### src/rtl/nios_system_avalon_st_packet_arbiter.sv
// -----------------------------------------------------------------------------
// nios_system_avalon_st_packet_arbiter
//
// Merges four Avalon-ST sources onto one output stream. Whole packets are kept
// together, and the sources take turns in round-robin order. The output is a
// single register stage that gives one cycle of latency.
//
// Optional feature macro: AVST_ARB_PROTOCOL_CHECK_EN
//   When it is defined, proto_err is a sticky flag. It sets when a non-SOP beat
//   is accepted in IDLE, or when an SOP beat is accepted in PKT.
//   When it is undefined, proto_err is tied to 0 and no check logic is built.
//
// Ports
//   clk                in   sole clock; all state updates on the rising edge
//   reset              in   synchronous, active-high reset
//   in_valid[3:0]      in   per-source beat valid
//   in_ready[3:0]      out  per-source ready (only the selected source)
//   in_data            in   source i at [i*DATA_W +: DATA_W]
//   in_error           in   source i at [i*ERR_W +: ERR_W]
//   in_startofpacket   in   per-source SOP
//   in_endofpacket     in   per-source EOP
//   out_ready          in   downstream ready
//   out_valid          out  registered beat valid
//   out_data           out  registered beat data
//   out_channel[1:0]   out  index of the source that produced the beat
//   out_error          out  registered beat error
//   out_startofpacket  out  registered SOP
//   out_endofpacket    out  registered EOP
//   busy               out  high while a packet holds the lock (state PKT)
//   proto_err          out  sticky protocol-violation flag
// -----------------------------------------------------------------------------
module nios_system_avalon_st_packet_arbiter #(
  parameter int DATA_W = 32,
  parameter int ERR_W  = 6
) (
  input  logic                clk,
  input  logic                reset,
  input  logic [3:0]          in_valid,
  output logic [3:0]          in_ready,
  input  logic [4*DATA_W-1:0] in_data,
  input  logic [4*ERR_W-1:0]  in_error,
  input  logic [3:0]          in_startofpacket,
  input  logic [3:0]          in_endofpacket,
  input  logic                out_ready,
  output logic                out_valid,
  output logic [DATA_W-1:0]   out_data,
  output logic [1:0]          out_channel,
  output logic [ERR_W-1:0]    out_error,
  output logic                out_startofpacket,
  output logic                out_endofpacket,
  output logic                busy,
  output logic                proto_err
);

  typedef enum logic [0:0] {
    IDLE = 1'b0,
    PKT  = 1'b1
  } state_t;

  state_t             state_r;
  state_t             state_nxt_s;
  logic [1:0]         last_grant_r;
  logic [1:0]         last_grant_nxt_s;
  logic [1:0]         lock_r;
  logic [1:0]         lock_nxt_s;

  logic [1:0]         rr_sel_s;
  logic               rr_found_s;
  logic [1:0]         sel_s;
  logic               sel_ok_s;
  logic               stage_free_s;
  logic               accept_s;
  logic               beat_sop_s;
  logic               beat_eop_s;

  logic               out_valid_r;
  logic [DATA_W-1:0]  out_data_r;
  logic [1:0]         out_channel_r;
  logic [ERR_W-1:0]   out_error_r;
  logic               out_sop_r;
  logic               out_eop_r;

  // The output register can take a new beat when it is empty or being drained.
  assign stage_free_s = !out_valid_r || out_ready;

  // Round-robin scan. The loop walks the candidates from lowest to highest
  // priority, so the last valid candidate written is the first one in scan
  // order (last_grant+1 upward, with wrap).
  always_comb begin
    logic [1:0] cand;
    rr_sel_s   = 2'd0;
    rr_found_s = 1'b0;
    cand       = 2'd0;
    for (int k = 4; k >= 1; k--) begin
      cand = last_grant_r + 2'(k);
      if (in_valid[cand]) begin
        rr_sel_s   = cand;
        rr_found_s = 1'b1;
      end else begin
        rr_sel_s   = rr_sel_s;
        rr_found_s = rr_found_s;
      end
    end
  end

  // Source selection. In IDLE the round-robin winner is selected. In PKT the
  // locked source is selected even while its valid is low, so the lock holds.
  always_comb begin
    sel_s    = rr_sel_s;
    sel_ok_s = 1'b0;
    case (state_r)
      IDLE: begin
        sel_s    = rr_sel_s;
        sel_ok_s = rr_found_s;
      end
      PKT: begin
        sel_s    = lock_r;
        sel_ok_s = 1'b1;
      end
      default: begin
        sel_s    = rr_sel_s;
        sel_ok_s = 1'b0;
      end
    endcase
  end

  // One-hot ready for the selected source. It is held low during reset and
  // while the output stage is stalled.
  always_comb begin
    in_ready = 4'b0000;
    if (!reset && stage_free_s && sel_ok_s) begin
      in_ready[sel_s] = 1'b1;
    end else begin
      in_ready = 4'b0000;
    end
  end

  assign accept_s   = |(in_valid & in_ready);
  assign beat_sop_s = in_startofpacket[sel_s];
  assign beat_eop_s = in_endofpacket[sel_s];

  // Grant FSM next state. A non-SOP beat in IDLE passes through and leaves
  // both the state and the grant history unchanged.
  always_comb begin
    state_nxt_s      = state_r;
    last_grant_nxt_s = last_grant_r;
    lock_nxt_s       = lock_r;
    if (accept_s) begin
      case (state_r)
        IDLE: begin
          if (beat_sop_s && !beat_eop_s) begin
            state_nxt_s = PKT;
            lock_nxt_s  = sel_s;
          end else if (beat_sop_s && beat_eop_s) begin
            last_grant_nxt_s = sel_s;
          end else begin
            state_nxt_s = IDLE;
          end
        end
        PKT: begin
          if (beat_eop_s) begin
            state_nxt_s      = IDLE;
            last_grant_nxt_s = lock_r;
          end else begin
            state_nxt_s = PKT;
          end
        end
        default: begin
          state_nxt_s = IDLE;
        end
      endcase
    end else begin
      state_nxt_s = state_r;
    end
  end

  // Grant FSM state register. Reset makes source 0 the first winner.
  always_ff @(posedge clk) begin
    if (reset) begin
      state_r      <= IDLE;
      last_grant_r <= 2'd3;
      lock_r       <= 2'd0;
    end else begin
      state_r      <= state_nxt_s;
      last_grant_r <= last_grant_nxt_s;
      lock_r       <= lock_nxt_s;
    end
  end

  // Output stage register. It loads an accepted beat, empties when it is
  // free and no beat is accepted, and holds while it is stalled.
  always_ff @(posedge clk) begin
    if (reset) begin
      out_valid_r   <= 1'b0;
      out_data_r    <= '0;
      out_channel_r <= 2'd0;
      out_error_r   <= '0;
      out_sop_r     <= 1'b0;
      out_eop_r     <= 1'b0;
    end else if (stage_free_s) begin
      if (accept_s) begin
        out_valid_r   <= 1'b1;
        out_data_r    <= in_data[sel_s*DATA_W +: DATA_W];
        out_channel_r <= sel_s;
        out_error_r   <= in_error[sel_s*ERR_W +: ERR_W];
        out_sop_r     <= beat_sop_s;
        out_eop_r     <= beat_eop_s;
      end else begin
        out_valid_r   <= 1'b0;
      end
    end
  end

  assign out_valid         = out_valid_r;
  assign out_data          = out_data_r;
  assign out_channel       = out_channel_r;
  assign out_error         = out_error_r;
  assign out_startofpacket = out_sop_r;
  assign out_endofpacket   = out_eop_r;
  assign busy              = (state_r == PKT);

`ifdef AVST_ARB_PROTOCOL_CHECK_EN
  logic proto_err_r;

  // Sticky violation flag. It sets on an SOP-less packet start, or on an SOP
  // that arrives inside a locked packet, and it clears only on reset.
  always_ff @(posedge clk) begin
    if (reset) begin
      proto_err_r <= 1'b0;
    end else if (accept_s && (((state_r == IDLE) && !beat_sop_s) ||
                              ((state_r == PKT) && beat_sop_s))) begin
      proto_err_r <= 1'b1;
    end
  end

  assign proto_err = proto_err_r;
`else
  assign proto_err = 1'b0;
`endif

endmodule

### config.mk
export PLATFORM = sky130hd
export DESIGN_NAME = nios_system_avalon_st_packet_arbiter
export DESIGN_NICKNAME = d
export VERILOG_FILES = /design/src/rtl/nios_system_avalon_st_packet_arbiter.sv
export SDC_FILE = /design/constraint.sdc
export NUM_CORES = 1
export LEC_CHECK = 0
export BUFFER_PORTS_ARGS = -buffer_cell sky130_fd_sc_hd__buf_2
export CAP_MARGIN = 20
export CORE_UTILIZATION = 44
export DETAILED_ROUTE_END_ITERATION = 6
export GPL_TIMING_DRIVEN = 0
export PLACE_DENSITY = 0.78
export SYNTH_ARGS = -nofsm -noshare
export SYNTH_HDL_FRONTEND = slang
export SYNTH_SLANG_ARGS = --single-unit
export TNS_END_PERCENT = 50
### constraint.sdc
create_clock -name clk -period 2.8 [get_ports clk]
set_input_delay 0.14 -clock clk [delete_from_list [all_inputs] [get_ports clk]]
set_output_delay 0.14 -clock clk [all_outputs]
set_load 0.1 [all_outputs]
==> results of run 1 <==
[layout make-up]
class	count	area, sq um
plain buffers	45	194
clock buffers	6	82.6
multi-input cells	445	2340
repair buffers	211	1060
clock inverters	2	13.8
inverters	3	11.3
fillers	762	2900
flip-flops and latches	48	961
well taps	102	128
[power by group through the flow]
stage               Sequential (mW)  Combinational, mW  Clock (mW)
global route                   1.13               4.08       0.487
finish                         1.09               3.85       0.441
floorplan                      2.87               1.25           0
detailed placement             1.10               3.82           0
global placement               1.09               3.78           0
CTS                            1.09               3.83       0.449
[flip-flops by register name, summed over array words and instances (netlist names)]
register	count
out_endofpacket	1
out_data	32
out_error	6
out_startofpacket	1
out_valid	1
lock_r	2
busy	1
last_grant_r	2
out_channel	2
[stage by stage]
stage	util (%)	total power [mW]	hold slack (ns)
4_1_cts	62.1	5.37	0.152
2_1_floorplan	-	4.12	0.354
5_1_grt	62.3	5.69	0.178
3_5_place_dp	60.8	4.92	0.462
6_report	62.3	5.39	0.162
3_3_place_gp	60.8	4.87	0.450
[final timing paths]
path	endpoint	slack, ns	cells past startpoint
max	last_grant_r[1]$_SDFFE_PP1P_	0.14	7
min	out_data[23]$_SDFFE_PP0P_	0.16	5
max reg2reg	last_grant_r[1]$_SDFFE_PP1P_	0.14	7
min reg2reg	out_endofpacket$_SDFFE_PP0P_	0.48	2
[kinds of logic (layout without fill, tap and decap cells)]
group,after synthesis,count (layout)
and+or+nand+nor,320,320
AOI/OAI and AO/OA,114,114
DFF,48,48
buffers and inverters,48,267
muxes,10,10
other,1,1
[cells in the final DEF (no fill, tap or decap), types with 4 or more instances in the layout]
cell type  synthesis  routed
buf_2             10     219
nand2_1          201     201
dfxtp_1           48      48
o21ai_0           42      42
nand3_1           42      42
nand2b_1          40      40
o211ai_1          39      39
clkbuf_1          28      25
nor2_1            15      12
mux2i_1           10      10
a21oi_1            8       8
clkbuf_8           0       6
nor2b_1            5       5
buf_1              5       4
[repair_timing]
item,4_1_cts,5_1_grt
hold buffers,0,0
gates resized for setup,4,6
gates cloned,0,0
endpoints found under the setup margin,33,44
[critical path, delay by kind of cell, from the launching register on]
kind / cells / cell delay [ns]
AOI/OAI and AO/OA: 4 / 1.38
and+or+nand+nor: 2 / 0.45
buffers and inverters: 1 / 0.41
DFF: 1 / 0.32
[per-layer routing]
metal  vias up  part of all wire (%)
met5         -                     0
met4         0                   2.6
met3        25                   6.8
met2       200                    49
met1      2073                    42
li1       2270                     -
==> out/metrics.yaml, run 1 <==
run_status:
  status: "finished, final reports clean"
synthesis:
  synth-adder-area-share_pct: 0
  synthArstFlopShare_pct: 0
  yosysTopAreaCellShare_pct: 27.7
  muxShareOfSynthArea_pct: 2.89
  synth_compound_area_share_pct: 22.8
  synth_simple_gate_area_share_pct: 40.7
  synth_top_family_by_area: "simple AND/OR/NAND/NOR gates"
  yosys.area_share.xor_xnor_pct: 0
  synth.most_common_cell: "nand2_1"
  synth_common_cells: "nand2_1, dfxtp_1, nand3_1, o21ai_0, nand2b_1"
  synth-edff-count: 0
  yosys.area.top_type: "dfxtp_1"
  ys_top_cells_by_area: "dfxtp_1, nand2_1, o211ai_1"
  synth_area_sq_mm: 0.00347
  ys_ff_latch: 48
  yosysUniqueCellTypes: 46
  ys_seq_area_share_pct: 27.7
  synth_top_flop_cell: "dfxtp_1"
  syn-num-nets: 708
  avgSynthCellArea_sq_um: 6.41
  yosysWarnings: 0
  syn_inst: 541
hold_path:
  worst_hold_path_type: "in2reg"
  worstHoldStart: "in_data[87]"
power:
  power_switching_mw: 3.48
  max-vdd-ir-drop_mv: 0.749
  leakagePower_nw: 2.39
  pwr-share-comb_pct: 71.5
  switching_share_pct: 64.6
  seq_power_share_pct: 20.3
  power.internal_mw: 1.91
  clock_power_share_pct: 8.2
  p_per_area_mw_per_mm2: 1120
grt:
  grt-ovfl-total: 0
  grt_pass1_vias: 4288
  grt_use_met1_pct: 37.5
  track_usage_pct: 30.4
  grt_util_met3_pct: 5.89
  grt_util_met2_pct: 51.9
  grt_max_degree: 16
  antenna_found_initial: 0
  grt_pass1_wl_um: 20200
  top_usage_layer: "met2"
clock_network:
  cts_tree: "built"
  max-clock-path-buffers: 2
  cts_setup_buffers: 0
  clkTransAtPathRegs_ns: 0.10
  htree_levels: 2
  clk_latency_ns: 0.30
  cts_made_buffers: 5
  cts_sinks: 48
  cts_root_buf: "clkbuf_8"
worst_setup_path:
  crit_type: "reg2reg"
  crit_chain: "clkbuf_1 > and2_1 > a2bb2oi_2 > a31oi_1 > a221oi_2 > nand2_1 > a211o_1"
  worstPathArrival_ns: 2.85
  critPathMaxStageDelay_ns: 0.45
  critPathRequiredTime_ns: 2.99
  crit_start: "lock_r[1]$_SDFFE_PP0P_"
  end_kind: "flop"
  start_kind: "flop"
  cp_slowest_cell: "a2bb2oi_2"
  timing.rr.start: "lock_r[1]$_SDFFE_PP0P_"
  path_max_fanout: 9
layout:
  fin_nets: 926
  drive_gt1_share_pct: 32.9
  antennaDiodeCount: 0
  final_cells: 862
  fin_area_sq_mm: 0.00479
  synthToLayoutAreaGrowth_pct: 38.2
placed_design:
  hpwl_um: 9820
  dp_worst_setup_slack_ns: -0.111
  gp_congestion: 0.940
  placedInstanceArea_sq_mm: 0.00467
  portBuffers: 211
  place_inst: 854
timing:
  fin_ws_ns: 0.137
  hold_viol_final: 0
  final-setup-viol-count: 0
  tightest_slew_ns: 0.568
  rsz0062_at_grt: "no"
  slew_violations: 0
  max_slew_margin_pct: 61.9
  layout_min_cycle_time_ns: 2.66
  finClkSkew_ns: 0.0101
  fmax_mhz: 376
  period_share_pct: 95.1
  fin_tns_setup_ns: 0
floorplan:
  core_area_sq_mm: 0.00769
  die-area_sq_mm: 0.00824
  rows: 32
  die_x_um: 90.8
  start_util_pct: 45.1
  dieHeight_um: 90.8
  top_level_ports: 216
route:
  drt.antenna.violating_nets: 0
  drtIter0Drc: 133
  via_count: 4568
  dr.pass1.iters: 5
  wl_per_cell_um: 14.7
  wirelength_um: 12700
  routed_via_density: 5.30
  drc: 0
job:
  drv_cap: 0
No activity file was read; power rests on OpenSTA's default activity.
==> run 2: changes to the inputs <==
- MAX_ROUTING_LAYER: default -> met4
==> run 2 against run 1 <==
Sequential share of layout area decreased by 0.15 points. Largest cell class unchanged. Critical path type is now reg2out. Largest power group unchanged. First-iteration DRC count grew 56%. Clock skew fell by 0.0035 ns.
==> out/metrics.yaml, run 2 (synthesis gave the netlist of run 1 again) <==
run_status:
  status: "finished, final reports clean"
power:
  leakagePower_nw: 2.40
  p_per_area_mw_per_mm2: 1140
  max-vdd-ir-drop_mv: 0.797
worst_setup_path:
  timing.rr.start: "busy$_SDFFE_PP0N_"
  crit_chain: "nor2_1 > o22ai_4 > clkbuf_2 > nor3_2 > buf_2"
  cp_num_cells: 5
  path_delay_family: "simple AND/OR/NAND/NOR gates"
  crit_buf_inv: 2
  cp_slowest_cell: "nor2_1"
  end_kind: "output pin"
  worstPathArrival_ns: 2.52
  start_kind: "flop"
  r2r_slack_ns: 0.15
  rr_endpoint: "out_data[3]$_SDFFE_PP0P_"
  reg2reg_depth: 6
  critPathRequiredTime_ns: 2.66
  path_max_fanout: 10
  crit_type: "reg2out"
  critPathMaxStageDelay_ns: 0.58
layout:
  antennaDiodeCount: 0
  drive_gt1_share_pct: 32.7
  regArea_sq_um: 961
  final_cells: 861
  fin_area_sq_mm: 0.00483
  synthToLayoutAreaGrowth_pct: 39.2
  fill_cells: 753
  final_cell_mix: "buf_2, nand2_1, dfxtp_1"
  multi_input_area_sq_mm: 0.00235
  largest_reg_flops: 32
  fin_nets: 925
  layout_commonest_cell: "buf_2"
placed_design:
  portBuffers: 211
  placedInstanceArea_sq_mm: 0.00467
  hpwl_um: 9660
  place_inst: 854
  gp_congestion: 0.960
route:
  wl_per_cell_um: 14.7
  drtIter0Drc: 207
  via_count: 4582
  wirelength_um: 12700
  drc: 0
  routed_via_density: 5.32
  dr.pass1.iters: 4
  drt.antenna.violating_nets: 0
timing:
  fmax_mhz: 376
  period_share_pct: 95.0
  layout_min_cycle_time_ns: 2.66
  hold_viol_final: 0
  finClkSkew_ns: 0.00661
  tightest_slew_ns: 0.677
  final-setup-viol-count: 0
  max_slew_margin_pct: 54.7
  slew_violations: 0
clock_network:
  clk_latency_ns: 0.30
  cts_made_buffers: 5
  htree_levels: 2
  cts_sinks: 48
  cts_root_buf: "clkbuf_8"
  cts_setup_buffers: 0
  max-clock-path-buffers: 2
  clkTransAtPathRegs_ns: 0.09
  cts.repair.resized: 3
  cts_tree: "built"
  holdBufCountCts: 0
floorplan:
  top_level_ports: 216
  die_x_um: 90.8
  rows: 32
  dieHeight_um: 90.8
  start_util_pct: 45.1
  die-area_sq_mm: 0.00824
  core_area_sq_mm: 0.00769
job:
  drv_cap: 0
grt:
  grt_pass1_vias: 4294
  grt-ovfl-total: 0
  track_usage_pct: 31.2
  grt_pass1_wl_um: 20300
  grt_max_degree: 20
  antenna_found_initial: 0
hold_path:
  holdPathStages: 4
  min_to: "out_valid$_SDFFE_PP0N_"
  worstHoldStart: "out_ready"
  worst_hold_path_type: "in2reg"
-- run 2: changes by cell type in the layout (fill, tap and decap cells not counted), sizes merged --
cell    delta
clkinv     -1
bufinv     +1
clkbuf     +2
inv        -1
buf        -2
-- run 2: worst register-to-register path, delay by kind of cell, from the launching register on --
kind | cells | cell delay, ns
AO/OA/AOI/OAI | 3 | 0.86
AND/OR/NAND/NOR | 1 | 0.58
flip-flops | 1 | 0.42
buffers and inverters | 1 | 0.42
multiplexers | 1 | 0.24
-- run 2: final cells by class --
cell class              instances  share of cell area, %
plain buffers                  44                   3.96
clock buffers                   7                   2.00
clock inverters                 1                  0.622
inverters                       3                  0.233
multi-input cells             445                   48.6
flip-flops and latches         48                   19.9
well taps                     102                   2.64
repair buffers                211                   22.0
-- run 2: metrics by stage --
stage | setup WS (ns) | TNS, ns | power, mW | hold WS, ns | utilization [%]
floorplan | -0.341 | -1.23 | 4.12 | 0.354 | -
global placement | 0.0172 | 0 | 4.87 | 0.450 | 60.8
detailed placement | -0.0765 | -1.22 | 4.91 | 0.460 | 60.8
CTS | 0.0319 | 0 | 5.47 | 0.147 | 62.5
global route | -0.000195 | -0.000195 | 5.80 | 0.159 | 62.8
finish | 0.139 | 0 | 5.50 | 0.149 | 62.8
-- run 2: per-layer routing --
layer  global-route usage (%)  part of all wire [%]  up-vias  routed length [um]
li1                         -                     -     2259                   -
met1                     39.3                    41     2103                5230
met2                     50.9                    49      201                6180
met3                     4.38                   7.8       19                 986
met4                     11.4                   2.0        0                 254
met5                        -                     0        -                   0
-- run 2: worst max path at each step --
stage                                 start                            to  slack (ns)
2_1_floorplan             busy$_SDFFE_PP0N_                   in_ready[3]       -0.34
3_3_place_gp              busy$_SDFFE_PP0N_     out_data[25]$_SDFFE_PP0P_        0.02
3_5_place_dp              busy$_SDFFE_PP0N_     out_data[31]$_SDFFE_PP0P_       -0.08
4_1_cts                   busy$_SDFFE_PP0N_  last_grant_r[1]$_SDFFE_PP1P_        0.03
5_1_grt        last_grant_r[0]$_SDFFE_PP1P_     out_data[27]$_SDFFE_PP0P_     -0.0002
6_report                  busy$_SDFFE_PP0N_                   in_ready[3]        0.14
-- run 2: power by group --
part	switching, mW	internal, mW	total, mW
registers	0.150	0.944	1.09
logic	3.09	0.765	3.86
clock network	0.238	0.315	0.554
total	3.48	2.02	5.50
==> run 3: changes to the inputs <==
- CORE_UTILIZATION: 44 -> 39
- PLACE_DENSITY: 0.78 -> 0.73
- clock period: 2.8 -> 2.2 ns (I/O delays scaled with it)
==> run 3 against run 2 <==
The run now ends with design-rule violations, negative setup slack left. Critical path type is now reg2reg. Critical endpoint is now out_channel[1]$_SDFFE_PP0P_. Flip-flop and latch count stayed put. Power increased by 33%. Register-to-register slack worse by 0.19 ns. Largest cell class unchanged. Global-route usage down 3.0 points. Via count increased by 2.3%. Combinational power rose by 39%. Routed wire length up 5.7%. Final cell count is 2.2% higher.
==> out/metrics.yaml, run 3 (synthesis gave the netlist of run 1 again) <==
route:
  via_count: 4687
  wirelength_um: 13400
  wl_per_cell_um: 15.2
  drt.antenna.violating_nets: 0
  drc: 2
  dr.pass1.iters: 7
  routed_via_density: 5.33
  drtIter0Drc: 251
worst_setup_path:
  r2r_slack_ns: -0.04
  timing.rr.start: "last_grant_r[0]$_SDFFE_PP1P_"
  path_max_fanout: 10
  crit_type: "reg2reg"
  start_kind: "flop"
  rr_endpoint: "out_channel[1]$_SDFFE_PP0P_"
  reg2reg_depth: 9
  worstPathArrival_ns: 2.46
  critPathRequiredTime_ns: 2.42
  end_kind: "flop"
floorplan:
  start_util_pct: 40.0
  core_area_sq_mm: 0.00868
  top_level_ports: 216
  die-area_sq_mm: 0.00927
  rows: 34
  dieHeight_um: 96.3
  die_x_um: 96.3
power:
  power_switching_mw: 4.59
  p_per_area_mw_per_mm2: 1410
  switching_share_pct: 62.5
  leakagePower_nw: 2.56
  pwr-share-comb_pct: 73.4
  seq_power_share_pct: 19.1
  max-vdd-ir-drop_mv: 0.869
  clock_power_share_pct: 7.5
  power.internal_mw: 2.75
layout:
  drive_gt1_share_pct: 38.3
  regArea_sq_um: 970
  largest_reg_flops: 32
  multi_input_area_sq_mm: 0.00247
  fill_cells: 875
  synthToLayoutAreaGrowth_pct: 50.0
  antennaDiodeCount: 0
  layout_commonest_cell: "buf_2"
  fin_area_sq_mm: 0.00520
  fin_nets: 938
  final_cell_mix: "buf_2, nand2_1, dfxtp_1"
hold_path:
  min_to: "out_valid$_SDFFE_PP0N_"
  worstHoldStart: "out_ready"
  worst_hold_path_type: "in2reg"
  holdPathStages: 4
run_status:
  violations: "design-rule violations, negative setup slack"
  status: "finished, violations left"
timing:
  max_slew_margin_pct: 55.9
  finClkSkew_ns: 0.00795
  tightest_slew_ns: 0.656
  layout_min_cycle_time_ns: 2.24
  rsz0062_at_grt: "yes"
  final-setup-viol-count: 2
  fin_ws_ns: -0.0394
  fmax_mhz: 447
  hold_viol_final: 0
  slew_violations: 0
  period_share_pct: 102
grt:
  track_usage_pct: 28.2
  grt-ovfl-total: 0
  grt_pass1_vias: 4118
  antenna_found_initial: 0
  grt_pass1_wl_um: 19700
  grt_max_degree: 20
clock_network:
  cts_root_buf: "clkbuf_8"
  holdBufCountCts: 0
  cts_tree: "built"
  max-clock-path-buffers: 2
  htree_levels: 2
  cts_sinks: 48
  cts_made_buffers: 5
  clkTransAtPathRegs_ns: 0.09
  clk_latency_ns: 0.31
placed_design:
  placedInstanceArea_sq_mm: 0.00471
  dp_worst_setup_slack_ns: -0.562
  portBuffers: 211
  hpwl_um: 9930
  gp_congestion: 0.905
job:
  drv_cap: 0
run 3: through the flow:
step / std cells / TNS, ns / util, % / power (mW) / hold WS [ns]
final: 880 / -0.0727 / 59.9 / 7.33 / 0.0930
after CTS: 879 / -0.0153 / 57.9 / 7.09 / 0.0971
after floorplan: 541 / -0.0444 / - / 5.27 / 0.316
after detailed placement: 860 / -22.62 / 54.3 / 6.31 / 0.422
after global placement: 860 / -18.85 / 54.3 / 6.24 / 0.421
after global routing: 880 / -3.12 / 59.9 / 7.70 / 0.114
run 3: per-layer routing:
metal	global-route usage, %	part of all wire [%]	vias to the layer above
met4	10.0	2.3	0
li1	-	-	2293
met1	33.7	40	2119
met3	3.95	7.7	36
met2	48.3	50	239
met5	-	0	-
run 3: how the worst max path moves through the flow:
| stage | endpoint | startpoint | cells past startpoint | slack [ns] |
|---|---|---|---|---|
| after floorplan | in_ready[2] | in_valid[3] | 7 | -0.04 |
| final | out_channel[1]$_SDFFE_PP0P_ | last_grant_r[0]$_SDFFE_PP1P_ | 9 | -0.04 |
| after CTS | last_grant_r[1]$_SDFFE_PP1P_ | last_grant_r[0]$_SDFFE_PP1P_ | 7 | -0.02 |
| after detailed placement | out_data[24]$_SDFFE_PP0P_ | lock_r[1]$_SDFFE_PP0P_ | 9 | -0.56 |
| after global routing | out_channel[1]$_SDFFE_PP0P_ | last_grant_r[0]$_SDFFE_PP1P_ | 9 | -0.15 |
| after global placement | out_data[24]$_SDFFE_PP0P_ | lock_r[1]$_SDFFE_PP0P_ | 9 | -0.48 |
run 3: cell type report:
type	count	area share (%)
sequential	48	18.6
multi-input combinational	445	47.5
timing repair buffer	227	24.0
tap	108	2.60
inverter	3	0.217
clock buffer	7	1.47
buffer	41	5.44
clock inverter	1	0.168
run 3: critical path, stage by stage, from the launching register on:
cell	delay [ns]
dfxtp_2	0.35
and2b_2	0.27
o221ai_4	0.30
mux2i_1	0.31
a21boi_1	0.15
a211oi_4	0.18
buf_6	0.18
buf_8	0.15
nor2_1	0.06
nor3_1	0.18
run 3: repair_timing:
action | in CTS | in global routing
pin swaps | 8 | 12
setup endpoints to repair | 52 | 49
setup buffers | 13 | 3
gates cloned | 0 | 0
resized for setup | 41 | 69
run 3: power by group through the flow:
| stage | combinational, mW | sequential, mW | clock [mW] |
|---|---|---|---|
| 2_1_floorplan | 1.61 | 3.66 | 0 |
| 3_3_place_gp | 4.84 | 1.40 | 0 |
| 3_5_place_dp | 4.90 | 1.41 | 0 |
| 4_1_cts | 5.14 | 1.40 | 0.550 |
| 5_1_grt | 5.67 | 1.44 | 0.587 |
| 6_report | 5.38 | 1.40 | 0.546 |
